### src/rtl/alu_share_if.sv
// Handshake and operand bundle between two requesters and the shared ALU sequencer.
// master = requester/testbench side, slave = alu_share_arbiter side.
interface alu_share_if #(parameter int N = 4);
  logic           req0;
  logic           req1;
  logic [N-1:0]   a0;
  logic [N-1:0]   b0;
  logic [N-1:0]   a1;
  logic [N-1:0]   b1;
  logic [1:0]     func0;
  logic [1:0]     func1;
  logic           ack;
  logic           gnt0;
  logic           gnt1;
  logic           done;
  logic           owner;
  logic [2*N-1:0] aluout;

  modport master (
    output req0, req1, a0, b0, a1, b1, func0, func1, ack,
    input  gnt0, gnt1, done, owner, aluout
  );

  modport slave (
    input  req0, req1, a0, b0, a1, b1, func0, func1, ack,
    output gnt0, gnt1, done, owner, aluout
  );
endinterface

### src/rtl/alu_share_arbiter.sv
// Two-requester sequencer for the shared four-function ALU: arbitrate, latch, execute, hold until Ack.
// Define ALU_SHARE_RR_EN for round-robin arbitration; otherwise requester 0 has fixed priority.
module alu_share_arbiter #(
  parameter int N = 4
) (
  input logic        clk,
  input logic        rst,
  alu_share_if.slave bus
);

  typedef enum logic [1:0] {
    IDLE = 2'd0,
    EXEC = 2'd1,
    HOLD = 2'd2
  } state_t;

  state_t         r_state;
  logic [N-1:0]   r_a;
  logic [N-1:0]   r_b;
  logic [1:0]     r_func;
  logic           r_idx;
  logic           r_last;
  logic           r_gnt0;
  logic           r_gnt1;
  logic           r_done;
  logic           r_owner;
  logic [2*N-1:0] r_aluout;

  logic           w_anyReq;
  logic           w_zeroWinsTie;
  logic           w_sel;
  logic [N:0]     w_sum;
  logic [2*N-1:0] w_result;

  assign w_anyReq = bus.req0 | bus.req1;

  // Requester 0 takes a tie when this is high; fixed priority keeps Last but forces the tie to 0.
`ifdef ALU_SHARE_RR_EN
  assign w_zeroWinsTie = r_last;
`else
  assign w_zeroWinsTie = r_last | 1'b1;
`endif

  assign w_sel = bus.req1 & ~(bus.req0 & w_zeroWinsTie);

  assign w_sum = {1'b0, r_a} + {1'b0, r_b};

  always_comb begin
    w_result = '0;
    case (r_func)
      2'b00:   w_result[N:0] = w_sum;
      2'b01:   w_result[0]   = |{r_a, r_b};
      2'b10:   w_result[0]   = &{r_a, r_b};
      default: w_result      = {r_a, r_b};
    endcase
  end

  always_ff @(posedge clk or posedge rst) begin
    if (rst) begin
      r_state  <= IDLE;
      r_a      <= '0;
      r_b      <= '0;
      r_func   <= 2'b00;
      r_idx    <= 1'b0;
      r_last   <= 1'b1;
      r_gnt0   <= 1'b0;
      r_gnt1   <= 1'b0;
      r_done   <= 1'b0;
      r_owner  <= 1'b0;
      r_aluout <= '0;
    end else begin
      case (r_state)
        IDLE: begin
          if (w_anyReq) begin
            r_a     <= w_sel ? bus.a1    : bus.a0;
            r_b     <= w_sel ? bus.b1    : bus.b0;
            r_func  <= w_sel ? bus.func1 : bus.func0;
            r_idx   <= w_sel;
            r_last  <= w_sel;
            r_gnt0  <= ~w_sel;
            r_gnt1  <= w_sel;
            r_state <= EXEC;
          end else begin
            r_gnt0  <= 1'b0;
            r_gnt1  <= 1'b0;
          end
        end
        EXEC: begin
          r_gnt0   <= 1'b0;
          r_gnt1   <= 1'b0;
          r_aluout <= w_result;
          r_owner  <= r_idx;
          r_done   <= 1'b1;
          r_state  <= HOLD;
        end
        HOLD: begin
          if (bus.ack) begin
            r_done  <= 1'b0;
            r_state <= IDLE;
          end
        end
        default: r_state <= IDLE;
      endcase
    end
  end

  assign bus.gnt0   = r_gnt0;
  assign bus.gnt1   = r_gnt1;
  assign bus.done   = r_done;
  assign bus.owner  = r_owner;
  assign bus.aluout = r_aluout;

endmodule
### src/flat_wrapper.sv
// flat-port wrapper written by rule: the top's interface ports become plain ports
module alu_share_arbiter_flat 
#(
  parameter int N = 4
)
  (clk, rst, bus_req0, bus_req1, bus_a0, bus_b0, bus_a1, bus_b1, bus_func0, bus_func1, bus_ack, bus_gnt0, bus_gnt1, bus_done, bus_owner, bus_aluout);
  alu_share_if #(.N(N)) bus_i ();
  input logic clk;
  input logic rst;
  input wire logic [$bits(bus_i.req0)-1:0] bus_req0;
  input wire logic [$bits(bus_i.req1)-1:0] bus_req1;
  input wire logic [$bits(bus_i.a0)-1:0] bus_a0;
  input wire logic [$bits(bus_i.b0)-1:0] bus_b0;
  input wire logic [$bits(bus_i.a1)-1:0] bus_a1;
  input wire logic [$bits(bus_i.b1)-1:0] bus_b1;
  input wire logic [$bits(bus_i.func0)-1:0] bus_func0;
  input wire logic [$bits(bus_i.func1)-1:0] bus_func1;
  input wire logic [$bits(bus_i.ack)-1:0] bus_ack;
  output wire logic [$bits(bus_i.gnt0)-1:0] bus_gnt0;
  output wire logic [$bits(bus_i.gnt1)-1:0] bus_gnt1;
  output wire logic [$bits(bus_i.done)-1:0] bus_done;
  output wire logic [$bits(bus_i.owner)-1:0] bus_owner;
  output wire logic [$bits(bus_i.aluout)-1:0] bus_aluout;
  assign bus_i.req0 = bus_req0;
  assign bus_i.req1 = bus_req1;
  assign bus_i.a0 = bus_a0;
  assign bus_i.b0 = bus_b0;
  assign bus_i.a1 = bus_a1;
  assign bus_i.b1 = bus_b1;
  assign bus_i.func0 = bus_func0;
  assign bus_i.func1 = bus_func1;
  assign bus_i.ack = bus_ack;
  assign bus_gnt0 = bus_i.gnt0;
  assign bus_gnt1 = bus_i.gnt1;
  assign bus_done = bus_i.done;
  assign bus_owner = bus_i.owner;
  assign bus_aluout = bus_i.aluout;
  alu_share_arbiter #(.N(N)) u_core (.clk(clk), .rst(rst), .bus(bus_i));
endmodule
### config.mk
export PLATFORM = sky130hd
export DESIGN_NAME = alu_share_arbiter_flat
export DESIGN_NICKNAME = d
export VERILOG_FILES = /design/src/rtl/alu_share_if.sv /design/src/rtl/alu_share_arbiter.sv /design/src/flat_wrapper.sv
export SDC_FILE = /design/constraint.sdc
export NUM_CORES = 1
export LEC_CHECK = 0
export ABC_AREA = 0
export ABC_CLOCK_PERIOD_IN_PS = 1700
export CORE_ASPECT_RATIO = 0.5
export CORE_MARGIN = 10
export CORE_UTILIZATION = 30
export DETAILED_ROUTE_END_ITERATION = 7
export DONT_BUFFER_PORTS = 1
export GPL_TIMING_DRIVEN = 0
export SYNTH_ARGS = -nofsm -noshare
export SYNTH_HDL_FRONTEND = slang
export SYNTH_SLANG_ARGS = --single-unit
### constraint.sdc
create_clock -name clk -period 1.7 [get_ports clk]
set_input_delay 0.255 -clock clk [delete_from_list [all_inputs] [get_ports clk]]
set_output_delay 0.255 -clock clk [all_outputs]
set_load 0.03 [all_outputs]
# After elaboration in Yosys (flattened, before gate mapping)
# Cells that the tools add are included.
dict set report word_totals {
  reg_bits 25
  output_inout_bits 12
  inputBits 25
  elab_cells 47
}
dict set report op_classes {
  n_mux 15
  n_eq_ne 6
  reduce_logical 11
  n_addsub 1
  bitwise 4
}
# cell count
set ops {}
lappend ops {{$mux W4} 2}
lappend ops {{$pmux W4 S2} 1}
lappend ops {{$reduce_and A8 Y1} 1}
lappend ops {{$reduce_or A8 Y1} 1}
lappend ops {{$mux W2} 3}
lappend ops {{$pmux W1 S2} 3}
lappend ops {{$pmux W2 S3} 1}
lappend ops {{$reduce_and A2 Y1} 3}
lappend ops {{$add A4 B4 Y5} 1}
lappend ops {{$eq A2 B1 Y1 const B} 2}
lappend ops {{$eq A2 B2 Y1 const B} 2}
lappend ops {{$logic_not A2 Y1} 2}
lappend ops {{$reduce_bool A2 Y1} 2}
lappend ops {{$mux W1} 3}
lappend ops {{$mux W3} 1}
lappend ops {{$pmux W1 S3} 1}
lappend ops {{$reduce_or A3 Y1} 1}
lappend ops {{$ne A2 B1 Y1 const B} 1}
lappend ops {{$ne A2 B2 Y1 const B} 1}
lappend ops {{$not A1 Y1} 2}
lappend ops {{$reduce_or A2 Y1} 1}
lappend ops {{$and A1 B1 Y1} 1}
lappend ops {{$or A1 B1 Y1} 1}

# Longest topological paths before layout
# Gate-level depths: netlist of the first run.
dict set report logic_depth {
  ltp_word 5
  mapped_depth 6
  mapped_depth_nobuf 6
}

# Worst setup path before layout of the first run
# No wires, ideal clock.
dict set report synth_path {
  path_kind {flip-flop to flip-flop}
  startpoint {register u_core.r_b[0]}
  endpoint {register u_core.r_aluout[4], in the netlist u_core.bus.aluout[4]}
  path_stages_with_launch 7
  arrival_time_ns 1.540
  synth_period_minus_slack_ns 1.662
  path_buffers 0
  slack_ns 0.038
  setup_time_ns 0.121
  required_ns 1.579
  cell_sequence {dfrtp_1 ha_1 fa_1 a21o_1 a21o_1 a22oi_1 o21ai_1}
}
dict set report synth_between {
  elab_chain_cells 2
}
# item line_no
set synth_lines {}
lappend synth_lines {{from (decl)} alu_share_arbiter.sv:19} ;# logic [N-1:0] r_b;
lappend synth_lines {{from (signal assigned)} alu_share_arbiter.sv:76} ;# r_b <= w_sel ? bus.b1 : bus.b0;
lappend synth_lines {{$add A4 B4 Y5} alu_share_arbiter.sv:46} ;# assign w_sum = {1'b0, r_a} + {1'b0, r_b};
lappend synth_lines {{$pmux W4 S2} alu_share_arbiter.sv:50} ;# case (r_func)
lappend synth_lines {{to (signal assigned)} alu_share_arbiter.sv:91} ;# r_aluout <= w_result;
lappend synth_lines {{to (decl)} alu_share_arbiter.sv:27} ;# logic [2*N-1:0] r_aluout;
# Every way passes these cells.
# A chain may end at the register's enable or synchronous reset.

# Worst setup path after layout of the first run
dict set report layout_path {
  startpoint {register u_core.r_a[0]}
  endpoint {register u_core.r_aluout[4], in the netlist u_core.bus.aluout[4]}
}
dict set report layout_between {
  elab_chain_cells 2
}
# item line_no
set layout_lines {}
lappend layout_lines {{from (decl)} alu_share_arbiter.sv:18} ;# logic [N-1:0] r_a;
lappend layout_lines {{from (signal assigned)} alu_share_arbiter.sv:75} ;# r_a <= w_sel ? bus.a1 : bus.a0;
lappend layout_lines {{$add A4 B4 Y5} alu_share_arbiter.sv:46}
lappend layout_lines {{$pmux W4 S2 (*)} alu_share_arbiter.sv:50}
# Every way passes the cells marked *; elsewhere a longest branch is shown, timed or not.

==> results.md, run 1 <==
* Post-Syn Instances at 119
* TritonRoute pass-1 iters at 4
* Most frequent CP cell: a21o_1
* CTS tree: done
* Initial DRC count at 38
* Max stage delay on crit path at 420 ps
* Register Area at 626 um^2
* Final hold vios at 0
* Sum of negative setup slack at 0 ps
* Initial antenna violation count at 0
* WS Path Type: flip-flop to flip-flop
* Static Leak at 0.650 nW
* HP Class: input pin to asynchronous set/reset pin
* Grt total ovfl at 0
* Flop-to-flop setup slack at 80 ps
* Die Area at 0.00738 mm^2
* TritonCTS buffer count at 3
* Syn avg cell area at 10.6 um^2
* Clock skew at 3.91 ps
* Synth top area cells: dfrtp_1 (49%), mux2i_1 (7.9%), o21ai_1 (5.5%)
* Crit path buf inv count at 0
* Avg WL per Cell at 15.4 um
* Minimum clock period at 1620 ps
* Worst-case reg-to-reg path depth at 6
* Number of cells on the critical path at 6
* Yosys warns at 0
* Achievable Freq at 619 MHz
* Htree depth at 1
* Synth Net Count at 149
* Cell Pwr Density at 2010 mW/mm^2
* Synth area leader: dfrtp_1
* Clock sink count at 25
* Syn-to-layout area delta at 12.8%
* Top cell family by delay on the critical path: compound AO/OA/AOI/OAI gates
* Status: finished clean
* Max VDD drop at 539 uV
* Post-DRT Antenna Nets at 0
* Antenna Cells at 0
* Hold buffer count at cts at 0
* #FFs+latches synth at 25
* IO buf count at 0
* # Max-Cap Violations at 0
* Final RePlAce weighted congestion at 0.779
* WP data arrival at 1780 ps
* Drt drc at 0
* CTS Buffer Depth at 2
* Crit start category: flip-flop
* Synthesized cell area at 0.00127 mm^2
* # IOs at 37
* Hold slack at 65.8 ps
* Clock latency on the worst-skew pair at 260 ps
* Vias in the first global route at 909
* CP max stage cell: dfrtp_1
* Multi-input logic area at 609 um^2
* Filler cells at 388
* Crit end category: flip-flop
* Worst slack at placement at -72.6 ps
* PnR worst setup slack at 84.1 ps
* Critical path required time at 1860 ps
* Detail-routed via count per cell at 4.94
* Row count at 16
* Post-Layout Cell Count at 181
* Placed insts at 173
* Gr usage total at 7.24%
* Dpl cell area at 0.00133 mm^2
* Via count at 894
* Placed wire-length estimate at 2170 um
* Util after Layout at 35.9%
* Total power draw at 2.87 mW
* Worst-path cell chain: ha_4, fa_2, a21o_1, a21o_1, a22oi_2, o21ai_1
* Seq/Total Area, Yosys at 49.4%
* Least-Margin Pin Slew at 921 ps
* Clock root buffer: clkbuf_8
* Worst slew margin at 38.5%
* Core Box Area at 0.00398 mm^2
* CP Max Fanout at 2
* Largest net degree at the start of global routing at 26
* Die H at 65.9 um
* Final worst path period share at 95.1%
* Post-layout instance area at 0.00143 mm^2
* # setup viols final at 0
* Synth unique cells at 30
* Global-route wire length before repair at 4440 um
* Top-area cell type share of the netlist area at 49.4%
* Die X at 112 um
* Clock slew at reported path FFs at 80 ps
* Ratio of cells with drive above 1 in the final layout at 17.3%
* Pins over their slew limit at 0
* Fin nets at 158
* Initial core utilization at 31.8%
* Routed WL at 2780 um
==> cells in the mapped netlist <==
master    count
ha_1          4
nor2_1        5
o41ai_2       1
nand4_1       1
mux2i_1      10
nor4b_1       1
fa_1          1
o21ai_1      14
o31ai_2       1
mux2_1        1
nor2_2        1
xor2_1        2
buf_6         2
nor2b_2       2
nand2_1      16
inv_1         2
nor4_1        1
nand3_1       2
a22oi_1       3
a22o_1        5
a21oi_1       6
buf_2         2
inv_2         1
a21o_1        4
and2_1        1
buf_4         1
o21ai_0       2
a21oi_2       1
nand2b_1      1
dfrtp_1      25
==> logic make-up (layout without fill, tap and decap cells) <==
group	after synthesis	after routing	synth area share, %
xor+xnor	2	2	1.38
compound gates	37	37	19.3
flops	25	25	49.4
mux	11	11	8.79
fa+ha+maj	5	5	5.53
simple gates	31	31	11.6
buf+inv	8	16	4.05
==> flip-flops by register name (all words and copies together), names as in the netlist <==
signal / flops
u_core.r_b: 4
u_core.r_func: 2
u_core.bus.aluout: 8
u_core.r_idx: 1
u_core.bus.owner: 1
u_core.bus.gnt1: 1
u_core.r_state: 2
u_core.r_a: 4
u_core.bus.done: 1
u_core.bus.gnt0: 1
==> worst paths after layout <==
check,startpoint,to
min in group clk,bus_req0,u_core.r_idx$_DFFE_PP0P_
min,rst,u_core.bus.done$_DFFE_PP0P_
min reg2reg,u_core.r_idx$_DFFE_PP0P_,u_core.bus.owner$_DFFE_PP0P_
max in group asynchronous,rst,u_core.r_func[0]$_DFFE_PP0P_
max,u_core.r_a[0]$_DFFE_PP0P_,u_core.bus.aluout[4]$_DFFE_PP0P_
max reg2reg,u_core.r_a[0]$_DFFE_PP0P_,u_core.bus.aluout[4]$_DFFE_PP0P_
==> cell usage in the layout (no fill, tap or decap) <==
| cell type | Yosys | routed |
|---|---|---|
| a22o_1 | 5 | 5 |
| buf_2 | 2 | 2 |
| nand3_1 | 2 | 2 |
| nor4_1 | 1 | 1 |
| nor2_1 | 5 | 5 |
| fa_2 | 0 | 1 |
| nor2b_2 | 2 | 2 |
| xor2_1 | 2 | 2 |
| clkbuf_1 | 0 | 1 |
| and2_1 | 1 | 1 |
| nand2_1 | 16 | 16 |
| mux2i_1 | 10 | 10 |
| a21o_1 | 4 | 4 |
| dfrtp_1 | 25 | 25 |
| buf_4 | 1 | 5 |
| o21ai_1 | 14 | 14 |
| ha_1 | 4 | 3 |
| a22oi_2 | 0 | 1 |
| a22oi_1 | 3 | 2 |
| nand2b_1 | 1 | 1 |
| inv_1 | 2 | 2 |
| ha_4 | 0 | 1 |
| nor2_2 | 1 | 1 |
| o41ai_2 | 1 | 1 |
| clkbuf_8 | 0 | 3 |
| a21oi_2 | 1 | 1 |
| a21oi_1 | 6 | 6 |
| inv_2 | 1 | 1 |
| buf_6 | 2 | 2 |
| nand4_1 | 1 | 1 |
| o21ai_0 | 2 | 2 |
| mux2_1 | 1 | 1 |
| o31ai_2 | 1 | 1 |
| nor4b_1 | 1 | 1 |
==> worst register-to-register path: stages, from the launching register on <==
cell     delay [ps]
dfrtp_1         420
ha_4            180
fa_2            360
a21o_1          180
a21o_1          180
a22oi_2         120
o21ai_1          70
==> report_power, final <==
group | switching, mW | internal [mW]
sequential | 0.542 | 0.857
combinational | 0.569 | 0.562
clock | 0.178 | 0.167
==> routing by layer <==
metal	up-vias	share of wire (%)	GRT usage, %
met2	32	44	11.2
met1	414	50	9.90
met4	0	1.9	1.91
li1	444	-	-
met5	-	0	0
met3	4	3.7	1.63
==> final cells by class <==
| cell class | instances | share of cell area [%] |
|---|---|---|
| Inverter | 3 | 0.788 |
| Multi-Input combinational cell | 86 | 42.6 |
| Sequential cell | 25 | 43.8 |
| Clock buffer | 4 | 3.15 |
| Timing Repair Buffer | 4 | 2.10 |
| Tap cell | 54 | 4.73 |
| Buffer | 5 | 2.80 |
==> repair_timing <==
action,in CTS,in global routing
setup buffers,2,2
gates resized for setup,1,3
endpoints found under the setup margin,1,1
pin swaps,0,3
Note: power is estimated with default switching activity, not from simulation.
==> run 2: changes to the inputs <==
--- a/config.mk
+++ b/config.mk
@@ -7,7 +7,7 @@
 export LEC_CHECK = 0
 export ABC_AREA = 0
 export ABC_CLOCK_PERIOD_IN_PS = 1700
-export CORE_ASPECT_RATIO = 0.5
+export CORE_ASPECT_RATIO = 0.9
 export CORE_MARGIN = 10
 export CORE_UTILIZATION = 30
 export DETAILED_ROUTE_END_ITERATION = 7
==> run 2 against run 1 <==
  * Core utilization shrank 1.2 points
  * Combinational power hardly changed
  * Maximum frequency shrank 0.45%
  * Setup slack worse by 7.4 ps
  * Non-clock buffer count is the same
  * Critical endpoint unchanged
  * Largest cell class unchanged
  * Highest routed layer unchanged
==> results.md, run 2 (same netlist as run 1, synthesis figures left out) <==
* Status: finished clean
* Die Area at 0.00722 mm^2
* Final hold vios at 0
* Htree depth at 1
* Clock slew at reported path FFs at 90 ps
* Row count at 22
* Cell Pwr Density at 2030 mW/mm^2
* HP Class: input pin to asynchronous set/reset pin
* TritonRoute pass-1 iters at 4
* FF-to-FF Start: u_core.r_a[0]$_DFFE_PP0P_
* M2 GR Usage at 12.7%
* Largest net degree at the start of global routing at 26
* Die X at 88.5 um
* Drt drc at 0
* Detail-routed via count per cell at 5.23
* Grt total ovfl at 0
* Clock sink count at 25
* Unrepaired setup endpoints after global routing: no
* Initial core utilization at 31.1%
* Clock skew at 2.18 ps
* Logic pwr share at 39.3%
* Most used routing layer: met2
* Placed wire-length estimate at 2220 um
* CTS Buffer Depth at 2
* Crit path buf inv count at 0
* GR Util met1 at 10.3%
* Global-route wire length before repair at 4650 um
* Max stage delay on crit path at 410 ps
* Minimum clock period at 1620 ps
* Final worst path period share at 95.5%
* # Max-Cap Violations at 0
* Clk pwr share at 12.0%
* Critical path required time at 1850 ps
* Initial antenna violation count at 0
* Least-Margin Pin Slew at 908 ps
* Fin nets at 158
* Worst slew margin at 39.4%
* # IOs at 37
* Initial DRC count at 110
* Clock latency on the worst-skew pair at 260 ps
* Hold buffer count at cts at 0
* Most frequent cells in the layout: dfrtp_1 (25), nand2_1 (16), o21ai_1 (14), mux2i_1 (10), a21oi_1 (6)
* P_int at 1.57 mW
* Post-DRT Antenna Nets at 0
* Final RePlAce weighted congestion at 0.787
* Setup crit end: u_core.bus.aluout[4]$_DFFE_PP0P_
* Most frequent CP cell: a21o_1
* Vias in the first global route at 963
* Crit end category: flip-flop
* Max VDD drop at 555 uV
* M3 GR Usage at 1.78%
* Routed WL at 2830 um
* WS Path Type: flip-flop to flip-flop
* Multi-input logic area at 599 um^2
* Core Box Area at 0.00407 mm^2
* # setup viols final at 0
* CTS tree: done
* Syn-to-layout area delta at 11.6%
* Post-layout instance area at 0.00141 mm^2
* Die H at 81.6 um
* Worst-case reg-to-reg path depth at 6
* Ratio of cells with drive above 1 in the final layout at 18.1%
* Switching pwr at 1.29 mW
* Avg WL per Cell at 16.2 um
* Commonest non-fill, non-tap cell in the layout: dfrtp_1
* Static Leak at 0.651 nW
* Number of cells on the critical path at 6
* Sw Ratio at 45.2%
* Flop-to-flop setup slack at 80 ps
* IO buf count at 0
* Pins over their slew limit at 0
* TritonCTS buffer count at 3
* CP max stage cell: dfrtp_1
* Sequential share of power at 48.7%
* Antenna Cells at 0
* Hold slack at 65.2 ps
* Crit start category: flip-flop
* Register Area at 626 um^2
* Sum of negative setup slack at 0 ps
* Crit. Startpoint: u_core.r_a[0]$_DFFE_PP0P_
* Clock root buffer: clkbuf_8
* WP data arrival at 1780 ps
* Max reg flops at 8
* Filler cells at 412
* Top cell family by delay on the critical path: adder cells
* RR Endpoint: u_core.bus.aluout[4]$_DFFE_PP0P_
* Worst-path cell chain: ha_2, fa_2, a21o_1, a21o_1, a22oi_2, o21ai_1
* Achievable Freq at 616 MHz
* Total power draw at 2.86 mW
* Gr usage total at 8.06%
* CP Max Fanout at 2
* Via count at 915
* Dpl cell area at 0.00133 mm^2
[run 2: cell types whose count changed in the layout (fill, tap and decap cells not counted)]
cell and delta:
ha_2 +1, clkbuf_1 -1, ha_4 -1, clkinv_2 +1
[run 2: worst reg2reg max path, delay by kind of cell, from the launching register on]
| kind | cells | cell delay (ps) |
|---|---|---|
| fa+ha+maj | 2 | 570 |
| compound gates | 4 | 540 |
| flops | 1 | 410 |
[run 2: repair_timing]
item | 4_1_cts | 5_1_grt
endpoints found under the hold margin | 0 | 0
pin swaps | 0 | 4
setup endpoints to repair | 1 | 1
gates resized for setup | 2 | 1
setup buffers | 2 | 2
[run 2: final cells by class]
type                            instances  area share, %
Buffer                                  5           2.83
Clock buffer                            3           2.92
Clock inverter                          1          0.354
Inverter                                3          0.797
Multi-Input combinational cell         86           42.4
Sequential cell                        25           44.3
Tap cell                               48           4.25
Timing Repair Buffer                    4           2.13
[run 2: power groups by stage]
stage / Combinational (mW) / Clock [mW] / Sequential [mW]
2_1_floorplan: 0.859 / 0 / 1.31
3_3_place_gp: 0.973 / 0 / 1.40
3_5_place_dp: 1.02 / 0 / 1.42
4_1_cts: 1.08 / 0.355 / 1.39
5_1_grt: 1.30 / 0.377 / 1.44
6_report: 1.12 / 0.345 / 1.39
[run 2: per-stage QoR]
| step | setup slack, ps | std cells | utilization [%] |
|---|---|---|---|
| 2_1_floorplan | 38.4 | 119 | - |
| 3_3_place_gp | -58.3 | 167 | 32.6 |
| 3_5_place_dp | -119 | 167 | 32.6 |
| 4_1_cts | 35.5 | 173 | 34.2 |
| 6_report | 76.7 | 175 | 34.7 |
| 5_1_grt | 5.05 | 175 | 34.7 |
[run 2: metal layers]
metal  wire (um)  part of all wire (%)  vias up
met2        1270                    45       33
met5           0                     0        -
met1        1330                    47      433
met3         161                   5.7        6
met4          70                   2.5        0
li1            -                     -      443
[run 2: how the worst min path moves through the flow]
stage / startpoint / endpoint / slack (ps) / cells past startpoint
CTS: bus_req0 / u_core.r_idx$_DFFE_PP0P_ / 60 / 1
global route: bus_req0 / u_core.r_idx$_DFFE_PP0P_ / 50 / 1
floorplan: rst / u_core.bus.aluout[0]$_DFFE_PP0P_ / 280 / 1
global placement: bus_req0 / u_core.r_idx$_DFFE_PP0P_ / 340 / 1
finish: rst / u_core.bus.aluout[5]$_DFFE_PP0P_ / 70 / 1
detailed placement: bus_req0 / u_core.r_idx$_DFFE_PP0P_ / 350 / 1
